==> src/rtl/manual_drive_fsm.sv <==
// manual_drive_fsm: registered power/drive FSM with turn lights and a saturating mileage counter.
// Optional: define BLINK_EN to flash START/MOVING turn lights every BLINK_TICKS ticks.
module manual_drive_fsm #(
  parameter int unsigned CLK_PER_TICK   = 100000,
  parameter int unsigned PON_HOLD_TICKS = 1000,
  parameter int unsigned IDLE_OFF_TICKS = 10000,
  parameter int unsigned MILE_TICKS     = 1000,
  parameter int unsigned MILE_W         = 16,
  parameter int unsigned BLINK_TICKS    = 500
) (
  input  logic              clk,
  input  logic              rst,
  input  logic              power_on,
  input  logic              power_off,
  input  logic              clutch,
  input  logic              brake,
  input  logic              throttle,
  input  logic              rgs,
  input  logic              left,
  input  logic              right,
  output logic              power,
  output logic [1:0]        state,
  output logic [3:0]        moving_state,
  output logic              turn_left_light,
  output logic              turn_right_light,
  output logic              power_light,
  output logic [2:0]        state_light,
  output logic [3:0]        moving_light,
  output logic [MILE_W-1:0] mileage
);

  typedef enum logic [1:0] {
    StNstart = 2'b00,
    StStart  = 2'b01,
    StMoving = 2'b10
  } drive_st_e;

  localparam logic [3:0] MsNone  = 4'b0000;
  localparam logic [3:0] MsFwd   = 4'b0001;
  localparam logic [3:0] MsBack  = 4'b0010;
  localparam logic [3:0] MsRight = 4'b0100;
  localparam logic [3:0] MsLeft  = 4'b1000;

  localparam int unsigned TickW    = (CLK_PER_TICK > 1) ? $clog2(CLK_PER_TICK) : 1;
  localparam int unsigned HoldW    = $clog2(PON_HOLD_TICKS + 1);
  localparam int unsigned IdleW    = $clog2(IDLE_OFF_TICKS + 1);
  localparam int unsigned MileCntW = $clog2(MILE_TICKS + 1);

  localparam logic [TickW-1:0]    TickLast = TickW'(CLK_PER_TICK - 1);
  localparam logic [HoldW-1:0]    HoldLast = HoldW'(PON_HOLD_TICKS - 1);
  localparam logic [IdleW-1:0]    IdleLast = IdleW'(IDLE_OFF_TICKS - 1);
  localparam logic [MileCntW-1:0] MileLast = MileCntW'(MILE_TICKS - 1);

  logic [TickW-1:0]    tick_cnt_q, tick_cnt_d;
  logic                tick;
  logic                power_q, power_d;
  drive_st_e           state_q, state_d;
  logic [3:0]          moving_q, moving_d;
  logic [HoldW-1:0]    hold_q, hold_d;
  logic                hold_lock_q, hold_lock_d;
  logic [IdleW-1:0]    idle_q, idle_d;
  logic [MileCntW-1:0] mile_cnt_q, mile_cnt_d;
  logic [MILE_W-1:0]   mileage_q, mileage_d;
  logic                tl_q, tl_d, tr_q, tr_d;
  logic                idle_run, idle_hit, stall, power_down;
  logic                lights_on;

`ifdef BLINK_EN
  localparam int unsigned BlinkW = $clog2(BLINK_TICKS + 1);
  localparam logic [BlinkW-1:0] BlinkLast = BlinkW'(BLINK_TICKS - 1);

  logic [BlinkW-1:0] blink_cnt_q, blink_cnt_d;
  logic              blink_ph_q, blink_ph_d;
  logic [1:0]        lr_q;
  logic              blink_restart;
`endif

  assign tick       = (tick_cnt_q == TickLast);
  assign tick_cnt_d = tick ? '0 : tick_cnt_q + 1'b1;

  // Power and drive FSM next state.
  always_comb begin
    power_d     = power_q;
    state_d     = state_q;
    hold_d      = hold_q;
    hold_lock_d = hold_lock_q;
    idle_d      = idle_q;
    idle_run    = 1'b0;
    idle_hit    = 1'b0;
    stall       = 1'b0;
    power_down  = 1'b0;

    if (!power_q) begin
      state_d = StNstart;
      if (!power_on) begin
        hold_d      = '0;
        hold_lock_d = 1'b0;
      end else if (power_off || hold_lock_q) begin
        // A new long press is only accepted after power_on has been released.
        hold_d      = '0;
        hold_lock_d = 1'b1;
      end else if (tick) begin
        if (hold_q == HoldLast) begin
          power_d = 1'b1;
          hold_d  = '0;
          idle_d  = '0;
        end else begin
          hold_d = hold_q + 1'b1;
        end
      end
    end else begin
      idle_run = (state_q == StNstart) && !throttle && !clutch && !brake;
      idle_hit = idle_run && tick && (idle_q == IdleLast);
      if (!idle_run) begin
        idle_d = '0;
      end else if (tick) begin
        idle_d = idle_q + 1'b1;
      end

      unique case (state_q)
        StNstart: begin
          if (brake) begin
            state_d = StNstart;
          end else if (throttle && !clutch) begin
            stall = 1'b1;
          end else if (throttle && clutch && !rgs) begin
            state_d = StStart;
          end
        end
        StStart: begin
          if (brake) begin
            state_d = StNstart;
          end else if (throttle && !clutch) begin
            state_d = StMoving;
          end
        end
        StMoving: begin
          if (rgs && !clutch) begin
            stall = 1'b1;
          end else if (brake) begin
            state_d = StNstart;
          end else if (!throttle) begin
            state_d = StStart;
          end
        end
        default: state_d = StNstart;
      endcase

      power_down = power_off || stall || idle_hit;
      if (power_down) begin
        power_d     = 1'b0;
        state_d     = StNstart;
        hold_d      = '0;
        hold_lock_d = 1'b1;
        idle_d      = '0;
      end
    end
  end

  // Mileage: mile_cnt keeps its partial count outside MOVING and across power cycles.
  always_comb begin
    mile_cnt_d = mile_cnt_q;
    mileage_d  = mileage_q;
    if (power_q && (state_q == StMoving) && tick) begin
      if (mile_cnt_q == MileLast) begin
        mile_cnt_d = '0;
        if (mileage_q != {MILE_W{1'b1}}) begin
          mileage_d = mileage_q + 1'b1;
        end
      end else begin
        mile_cnt_d = mile_cnt_q + 1'b1;
      end
    end
  end

`ifdef BLINK_EN
  always_comb begin
    blink_cnt_d   = blink_cnt_q;
    blink_ph_d    = blink_ph_q;
    blink_restart = !(power_d && (state_d != StNstart)) || ({left, right} != lr_q);
    if (blink_restart) begin
      blink_cnt_d = '0;
      blink_ph_d  = 1'b1;
    end else if (tick) begin
      if (blink_cnt_q == BlinkLast) begin
        blink_cnt_d = '0;
        blink_ph_d  = !blink_ph_q;
      end else begin
        blink_cnt_d = blink_cnt_q + 1'b1;
      end
    end
  end
  assign lights_on = blink_ph_d;
`else
  assign lights_on = 1'b1;
`endif

  // Registered outputs follow the next state so they line up with power/state.
  always_comb begin
    moving_d = MsNone;
    tl_d     = 1'b0;
    tr_d     = 1'b0;
    if (power_d) begin
      if (state_d == StMoving) begin
        if (rgs) begin
          moving_d = MsBack;
        end else if (left && !right) begin
          moving_d = MsLeft;
        end else if (right && !left) begin
          moving_d = MsRight;
        end else begin
          moving_d = MsFwd;
        end
      end
      if (state_d == StNstart) begin
        tl_d = 1'b1;
        tr_d = 1'b1;
      end else begin
        tl_d = left && lights_on;
        tr_d = right && lights_on;
      end
    end
  end

  always_ff @(posedge clk) begin
    if (rst) begin
      tick_cnt_q  <= '0;
      power_q     <= 1'b0;
      state_q     <= StNstart;
      moving_q    <= MsNone;
      hold_q      <= '0;
      hold_lock_q <= 1'b0;
      idle_q      <= '0;
      mile_cnt_q  <= '0;
      mileage_q   <= '0;
      tl_q        <= 1'b0;
      tr_q        <= 1'b0;
`ifdef BLINK_EN
      blink_cnt_q <= '0;
      blink_ph_q  <= 1'b0;
      lr_q        <= 2'b00;
`endif
    end else begin
      tick_cnt_q  <= tick_cnt_d;
      power_q     <= power_d;
      state_q     <= state_d;
      moving_q    <= moving_d;
      hold_q      <= hold_d;
      hold_lock_q <= hold_lock_d;
      idle_q      <= idle_d;
      mile_cnt_q  <= mile_cnt_d;
      mileage_q   <= mileage_d;
      tl_q        <= tl_d;
      tr_q        <= tr_d;
`ifdef BLINK_EN
      blink_cnt_q <= blink_cnt_d;
      blink_ph_q  <= blink_ph_d;
      lr_q        <= {left, right};
`endif
    end
  end

  always_comb begin
    state_light = 3'b000;
    if (power_q) begin
      unique case (state_q)
        StNstart: state_light = 3'b001;
        StStart:  state_light = 3'b010;
        StMoving: state_light = 3'b100;
        default:  state_light = 3'b000;
      endcase
    end
  end

  assign power            = power_q;
  assign state            = state_q;
  assign moving_state     = moving_q;
  assign turn_left_light  = tl_q;
  assign turn_right_light = tr_q;
  assign power_light      = power_q;
  assign moving_light     = power_q ? moving_q : MsNone;
  assign mileage          = mileage_q;

endmodule

==> config.mk <==
export PLATFORM = sky130hd
export DESIGN_NAME = manual_drive_fsm
export DESIGN_NICKNAME = d
export VERILOG_FILES = /design/src/rtl/manual_drive_fsm.sv
export SDC_FILE = /design/constraint.sdc
export NUM_CORES = 1
export LEC_CHECK = 0
export ABC_AREA = 1
export CAP_MARGIN = 15
export CORE_MARGIN = 1
export CORE_UTILIZATION = 35
export DETAILED_ROUTE_END_ITERATION = 7
export PLACE_DENSITY_LB_ADDON = 0.1
export SLEW_MARGIN = 20
export SYNTH_ARGS = -nofsm -noshare
export SYNTH_HDL_FRONTEND = slang
export SYNTH_SLANG_ARGS = --single-unit
==> constraint.sdc <==
create_clock -name clk -period 4.1 [get_ports clk]
set_clock_uncertainty 0.05 [all_clocks]
set_input_delay 1.025 -clock clk [delete_from_list [all_inputs] [get_ports clk]]
set_output_delay 1.025 -clock clk [all_outputs]
set_load 0.02 [all_outputs]
==> results of run 1 <==
sequential cells by signal, summed over array words and instances (netlist names):
name	flops
mileage	16
turn_left_light	1
tick_cnt_q	17
turn_right_light	1
state	2
idle_q	14
hold_lock_q	1
moving_state	4
hold_q	10
power	1
mile_cnt_q	10
stage by stage:
| stage | setup slack, ns | hold WS [ns] | total power (uW) |
|---|---|---|---|
| after detailed placement | 0.950 | 0.401 | 837 |
| final | 1.16 | 0.401 | 1700 |
| after global routing | 1.04 | 0.432 | 1750 |
| after global placement | 1.03 | 0.377 | 836 |
| after CTS | 1.10 | 0.410 | 1710 |
| after floorplan | 1.89 | 0.363 | 815 |
where the power goes:
part	leakage (uW)	switching (uW)	internal [uW]
logic	0.00142	41.2	21.7
clock network	0.000158	327	548
registers	0.000621	3.84	753
layout make-up:
cell class | instances | area [um^2] | share of cell area
Timing Repair Buffer | 45 | 443 | 0.0795
Clock inverter | 6 | 86.3 | 0.0155
Multi-Input combinational cell | 527 | 2700 | 0.484
Clock buffer | 10 | 239 | 0.0429
Sequential cell | 77 | 1540 | 0.277
Inverter | 93 | 349 | 0.0626
Tap cell | 172 | 215 | 0.0386
final timing paths:
path / to / slack [ns] / depth (start not counted)
max reg2reg: mileage[0] / 1.65 / 8
max: state_light[2] / 1.16 / 5
min: tick_cnt_q[0] / 0.40 / 1
min reg2reg: tick_cnt_q[0] / 0.40 / 1
kinds of logic after synthesis:
kind of cell | Yosys count | synth area share
buffers and inverters | 109 | 0.0965
AO/OA/AOI/OAI | 65 | 0.0776
XOR/XNOR | 30 | 0.0560
flip-flops | 77 | 0.328
adder cells (fa/ha/maj) | 5 | 0.0133
AND/OR/NAND/NOR | 427 | 0.428
synth_stat cells, types with 6 or more instances:
cell type	count	area, um^2
xnor2_1	7	61.3
nand3_1	50	250
nand4_1	32	200
nand2_1	172	646
clkbuf_1	6	22.5
nor2_1	104	390
nor3_1	30	150
o21ai_0	12	60.1
a21oi_1	39	195
inv_2	8	30.0
inv_1	84	315
nor2_4	6	67.6
xor2_1	23	201
dfxtp_1	77	1540
routing by layer:
layer | track usage | up-vias | wire, um
li1 | - | 2372 | -
met5 | 0 | - | 0
met3 | 0.0300 | 8 | 444
met4 | 0.0625 | 0 | 152
met1 | 0.242 | 2024 | 5860
met2 | 0.260 | 89 | 4980
==> results.toml, run 1 <==
[floorplanning]
coreArea_um2 = 12800
die_y_um = 118
die_w_um = 118
die_area_um2 = 13900
placementRows = 41
num_io_pins = 43
start_util = 0.366

[clocking]
worstSkewPairLatency_ns = 0.34
clockRootBuffer = "clkbuf_16"
cts_resized = 0
htreeDepth = 3
post_cts_buffers = 0
clkTransAtPathRegs_ns = 0.06
cts_tree = "built"
cts_hold_buffers = 0
cts_made_buffers = 9
clk_path_buf_depth = 2
cts_num_sinks = 77

[sta]
slew_viol_final = 0
maxSlewHeadroom = 0.583
fin_crit_sh = 0.718
hold_viol_final = 0
tightestPinTransition_ns = 0.624
rsz0062_at_grt = "no"
fmax_mhz = 340
setup_viol_count_final = 0
min_period_ns = 2.94
final.setup.tns_ns = 0

[layout]
fin_util = 0.435
layout_commonest_cell = "nand2_1"
final_cell_mix = "nand2_1 (172), nor2_1 (104), inv_1 (84), dfxtp_1 (77), nand3_1 (50)"
layout-drive-gt1-share = 0.0805
final_area_um2 = 5570
num-fill-cells = 1342
area_growth_pct = 18.7
stdcell_count = 930
n_antenna_cell = 0
nets = 768

[synthesis]
ys_seq_area_frac = 0.328
yosys_most_used_dff = "dfxtp_1"
netlist_area_um2 = 4690
syn_nets = 728
synth_cells = 713
synth_edf_count = 0
synth_async_sr_flop_share = 0
ys_warn_count = 0
synth_seq_cells = 77
synth_cell_type_count = 42
syn_avg_cell_area_um2 = 6.58

[worst_setup_path]
endpoint_kind = "output port"
crit_slowest_cell = "clkdlybuf4s50_1"
path_class = "reg -> out"
crit_path_start_kind = "flip-flop"
path_buf_inv = 3
path_delay_family = "buffers and inverters"
required_ns = 3.02
cp_cell_sequence = "inv_2, nor2_4, inv_2, nor2_2, clkdlybuf4s50_1"
cp_common_cell = "inv_2"
critPathMaxStageDelay_ns = 0.63
cp_max_fo = 6
startpoint = "state[1]"
r2r-start = "tick_cnt_q[0]"
cp_data_arrival_time_ns = 1.87

[grt]
grt_max_degree = 30
grt_pass1_vias = 4028
overflow = 0
grt_util_all_layers = 0.172
grt_pass1_wl_um = 19500
antenna_found_initial = 0

[route]
wl_per_cell_um = 12.3
drc = 0
first_iter_violations = 275
drt_first_pass_iters = 4
ant_nets = 0
vias = 4493
routed_via_density = 4.83
wl_um = 11400

[power]
p_leak_uw = 0.00220
power.density_nw_per_um2 = 304
max-vdd-ir-drop_v = 0.000142

[placed_design]
post-place-cells = 914
gp_congestion = 0.833
dp_hpwl_um = 8600
placed_cell_area_um2 = 5250
port_buffers = 42

[job]
cap_violations = 0

[run_status]
outcome = "finished clean"

[hold_path]
min_path_type = "reg -> reg"
min-delay-start = "tick_cnt_q[0]"
Note: power is estimated with default switching activity, not from simulation.
==> inputs of run 2 (changes only) <==
==> constraint.sdc (replaced) <==
create_clock -name clk -period 2.52 [get_ports clk]
set_clock_uncertainty 0.05 [all_clocks]
set_input_delay 0.63 -clock clk [delete_from_list [all_inputs] [get_ports clk]]
set_output_delay 0.63 -clock clk [all_outputs]
set_load 0.02 [all_outputs]
==> run 2 against run 1 <==
Setup slack worse by 1.1 ns. Worst hold slack better by 0.00065 ns. Critical path depth down 2. Final cell count up 1.1%. Via count up 1.4%. Global-route usage up 0.67 points. Combinational power up 81%. Sequential power up 62%. Sequential share of layout area down 0.074 points. Core utilization up 0.12 points. Final area up 0.27%. Count of clock-buffer cells in the layout up 3. Largest power group is now registers.
==> results.toml, run 2 (synthesis gave the netlist of run 1 again) <==
[floorplanning]
die_area_um2 = 13900
start_util = 0.366
num_io_pins = 43
die_y_um = 118
placementRows = 41
die_w_um = 118
coreArea_um2 = 12800

[layout]
largest_reg_flops = 17
regMostFlops = "tick_cnt_q"
area_growth_pct = 19.1
final_cell_mix = "nand2_1 (172), nor2_1 (104), inv_1 (84), dfxtp_1 (77), nand3_1 (50)"
n_antenna_cell = 0
num-fill-cells = 1383
layout-drive-gt1-share = 0.0885
nets = 779
multiInputGateArea_um2 = 2700
regArea_um2 = 1540
layout_commonest_cell = "nand2_1"

[sta]
maxSlewHeadroom = 0.647
hold_viol_final = 0
slew_viol_final = 0
fin_crit_sh = 0.962
setup_slack_ns = 0.0961
tightestPinTransition_ns = 0.530
setup_viol_count_final = 0
fmax_mhz = 413
rsz0062_at_grt = "no"
min_period_ns = 2.42

[route]
wl_um = 11900
ant_nets = 0
vias = 4554
wl_per_cell_um = 12.6
drc = 0
drt_first_pass_iters = 6
first_iter_violations = 250
routed_via_density = 4.84

[hold_path]
min_path_type = "reg -> reg"

[clocking]
cts_made_buffers = 9
cts_tree = "built"
worstSkewPairLatency_ns = 0.34
clkTransAtPathRegs_ns = 0.06
cts_num_sinks = 77
clockRootBuffer = "clkbuf_16"
htreeDepth = 3
cts_hold_buffers = 0
clk_path_buf_depth = 2

[power]
p_leak_uw = 0.00223
power.total_uw = 2520
power.density_nw_per_um2 = 452
max-vdd-ir-drop_v = 0.000307

[grt]
grt_max_degree = 24
grt_util_all_layers = 0.178
grt_pass1_wl_um = 20000
overflow = 0
antenna_found_initial = 0
grt_pass1_vias = 4073

[worst_setup_path]
endpoint_kind = "output port"
cp_data_arrival_time_ns = 1.74
cp_max_fo = 6
crit_path_start_kind = "flip-flop"
required_ns = 1.84
path_class = "reg -> out"
regToRegSetupSlack_ns = 0.26

[run_status]
outcome = "finished clean"

[placed_design]
port_buffers = 42
dp_hpwl_um = 9010
gp_congestion = 0.876
dp_slack_ns = -0.0338

[job]
cap_violations = 0
run 2: layer usage:
metal	wire length, um	share of wire	global-route usage
met1	5950	0.50	0.243
met2	5270	0.44	0.279
met3	531	0.045	0.0465
met4	105	0.0089	0.0433
met5	0	0	0
run 2: repair_timing:
item / 4_1_cts / 5_1_grt
gates resized for setup: 2 / 0
endpoints found under the setup margin: 2 / 0
buffers inserted: 0 / 0
endpoints found under the hold margin: 0 / 0
run 2: power by group:
part / total (uW) / internal [uW] / leakage (uW) / switching, uW
combinational: 114 / 44.3 / 0.00148 / 69.7
clock: 1180 / 686 / 0.000129 / 491
sequential: 1230 / 1230 / 0.000621 / 6.73
run 2: metrics by stage:
step / area [um^2] / instances / TNS (ns) / hold slack (ns) / utilization
4_1_cts: 5590 / 940 / 0 / 0.404 / 0.436
3_3_place_gp: 5330 / 925 / 0 / 0.378 / 0.416
6_report: 5590 / 940 / 0 / 0.401 / 0.436
3_5_place_dp: 5330 / 925 / -0.0998 / 0.391 / 0.416
2_1_floorplan: 4690 / 713 / 0 / 0.363 / -
5_1_grt: 5590 / 940 / 0 / 0.414 / 0.436
run 2: worst paths after layout:
| path | startpoint | end | depth (start not counted) |
|---|---|---|---|
| worst max-delay path | power | state_light[0] | 3 |
| worst max register to register | hold_q[0] | idle_q[12] | 10 |
| worst min-delay path | tick_cnt_q[0] | tick_cnt_q[0] | 1 |
| worst min register to register | tick_cnt_q[0] | tick_cnt_q[0] | 1 |
run 2: critical path: stages (launching register included):
cell             delay (ns)
dfxtp_1                0.32
inv_1                  0.13
nor3_1                 0.28
clkdlybuf4s50_1        0.67
run 2: area by class of cell:
cell class	count	share of cell area
Timing Repair Buffer	56	0.0936
Sequential cell	77	0.276
Clock buffer	13	0.0448
Tap cell	172	0.0385
Multi-Input combinational cell	527	0.483
Inverter	93	0.0625
Clock inverter	2	0.00179
==> inputs of run 3 (changes only) <==
==> constraint.sdc (replaced) <==
create_clock -name clk -period 2.4 [get_ports clk]
set_clock_uncertainty 0.05 [all_clocks]
set_input_delay 0.6 -clock clk [delete_from_list [all_inputs] [get_ports clk]]
set_output_delay 0.6 -clock clk [all_outputs]
set_load 0.02 [all_outputs]
==> run 3 against run 2 <==
Critical endpoint is now moving_light[2]. Flip-flop and latch count unchanged. Core utilization increased by 0.32 points. Non-clock buffer count increased by 1. Via count decreased by 0.94%. Final cell count increased by 0.21%. Critical path depth increased by 1. Final area increased by 0.74%. Global-route usage increased by 0.22 points. Critical path type unchanged. Largest power group is now the clock network. Sequential power increased by 5%. First-iteration DRC count increased by 15%. Die area unchanged.
==> results.toml, run 3 (synthesis gave the netlist of run 1 again) <==
[floorplanning]
die_area_um2 = 13900
die_w_um = 118
die_y_um = 118
start_util = 0.366
coreArea_um2 = 12800
placementRows = 41
num_io_pins = 43

[power]
p_leak_uw = 0.00226
seqPwrFrac = 0.466
internal_power_uw = 2160
max-vdd-ir-drop_v = 0.000468
power.total_uw = 2780
pwr-share-clk = 0.491
switching_power_uw = 613
pwr-share-comb = 0.043
power.density_nw_per_um2 = 493
p_sw_frac = 0.221

[sta]
fmax_mhz = 444
slew_viol_final = 0
fin_hold_ws_ns = 0.393
rsz0062_at_grt = "no"
hold_viol_final = 0
min_period_ns = 2.25
maxSlewHeadroom = 0.667
fin_crit_sh = 0.939
tightestPinTransition_ns = 0.495
setup_viol_count_final = 0
final.setup.tns_ns = 0

[grt]
grt_pass1_wl_um = 20500
antenna_found_initial = 0
overflow = 0
grt_max_degree = 23
grt_pass1_vias = 4203
grt_util_all_layers = 0.181

[placed_design]
gp_congestion = 0.853
dp_hpwl_um = 8960
port_buffers = 42

[layout]
fin_util = 0.439
largest_reg_flops = 17
regMostFlops = "tick_cnt_q"
layout-drive-gt1-share = 0.0935
area_growth_pct = 19.9
layout_commonest_cell = "nand2_1"
n_antenna_cell = 0
nets = 780
final_cell_mix = "nand2_1 (172), nor2_1 (104), inv_1 (84), dfxtp_1 (76), nand3_1 (50)"

[worst_setup_path]
r2r-start = "hold_q[0]"
r2r_cells = 11
required_ns = 1.75
regToRegSetupSlack_ns = 0.33
cp_data_arrival_time_ns = 1.60
path_class = "reg -> out"
crit_path_start_kind = "flip-flop"
rr_endpoint = "idle_q[12]"
cp_max_fo = 13
endpoint_kind = "output port"

[route]
routed_via_density = 4.79
wl_per_cell_um = 12.6
wl_um = 11900
ant_nets = 0
first_iter_violations = 287
drt_first_pass_iters = 4
drc = 0
vias = 4511

[clocking]
post_cts_buffers = 0
cts_made_buffers = 9
clk_path_buf_depth = 2
clockRootBuffer = "clkbuf_16"
cts_num_sinks = 77
cts_tree = "built"
clkTransAtPathRegs_ns = 0.06
htreeDepth = 3
worstSkewPairLatency_ns = 0.34

[run_status]
outcome = "finished clean"

[hold_path]
min_path_type = "reg -> reg"
min_path_cells = 1
min-delay-start = "tick_cnt_q[0]"
whs_endpoint = "tick_cnt_q[0]"

[job]
cap_violations = 0
-- run 3: final cells by class --
cell class	count	area, um^2
multi-input cells	527	2700
flip-flops and latches	77	1540
clock inverters	4	47.5
inverters	93	349
well taps	172	215
repair buffers	57	529
fillers	1374	7190
clock buffers	12	246
-- run 3: worst max path at each step --
stage,startpoint,to,cells past startpoint
floorplan,state[1],mileage[8],10
global placement,throttle,hold_q[0],9
detailed placement,clutch,idle_q[11],11
CTS,power,moving_light[2],4
global route,power,moving_light[2],4
finish,power,moving_light[2],4
-- run 3: per-stage QoR --
| stage | cells | worst slack [ns] | cell area (um^2) |
|---|---|---|---|
| after floorplan | 713 | 0.583 | 4690 |
| after global placement | 926 | -0.00249 | 5340 |
| after detailed placement | 926 | -0.00184 | 5340 |
| after CTS | 942 | 0.115 | 5630 |
| after global routing | 942 | 0.0513 | 5630 |
| final | 942 | 0.146 | 5630 |
-- run 3: layer usage --
metal | vias up | global-route usage | routed length, um
li1 | 2398 | - | -
met1 | 2030 | 0.245 | 6040
met2 | 77 | 0.288 | 5320
met3 | 6 | 0.0422 | 421
met4 | 0 | 0.0417 | 74
met5 | - | 0 | 0
-- run 3: repair_timing --
action,CTS,global route
setup endpoints to repair,3,0
hold endpoints to repair,0,0
resized for setup,4,0
hold buffers,0,0
-- run 3: critical path: stages (launching register included) --
cell and delay, ns:
dfxtp_1 0.33, buf_4 0.21, nand2_1 0.07, inv_1 0.06, clkdlybuf4s50_1 0.59
-- run 3: power by group through the flow --
stage               Combinational, uW  Sequential, uW  Clock [uW]
detailed placement                120            1320           0
floorplan                        71.7            1320           0
global route                      135            1290        1470
global placement                  119            1320           0
finish                            120            1290        1360
CTS                               121            1290        1410
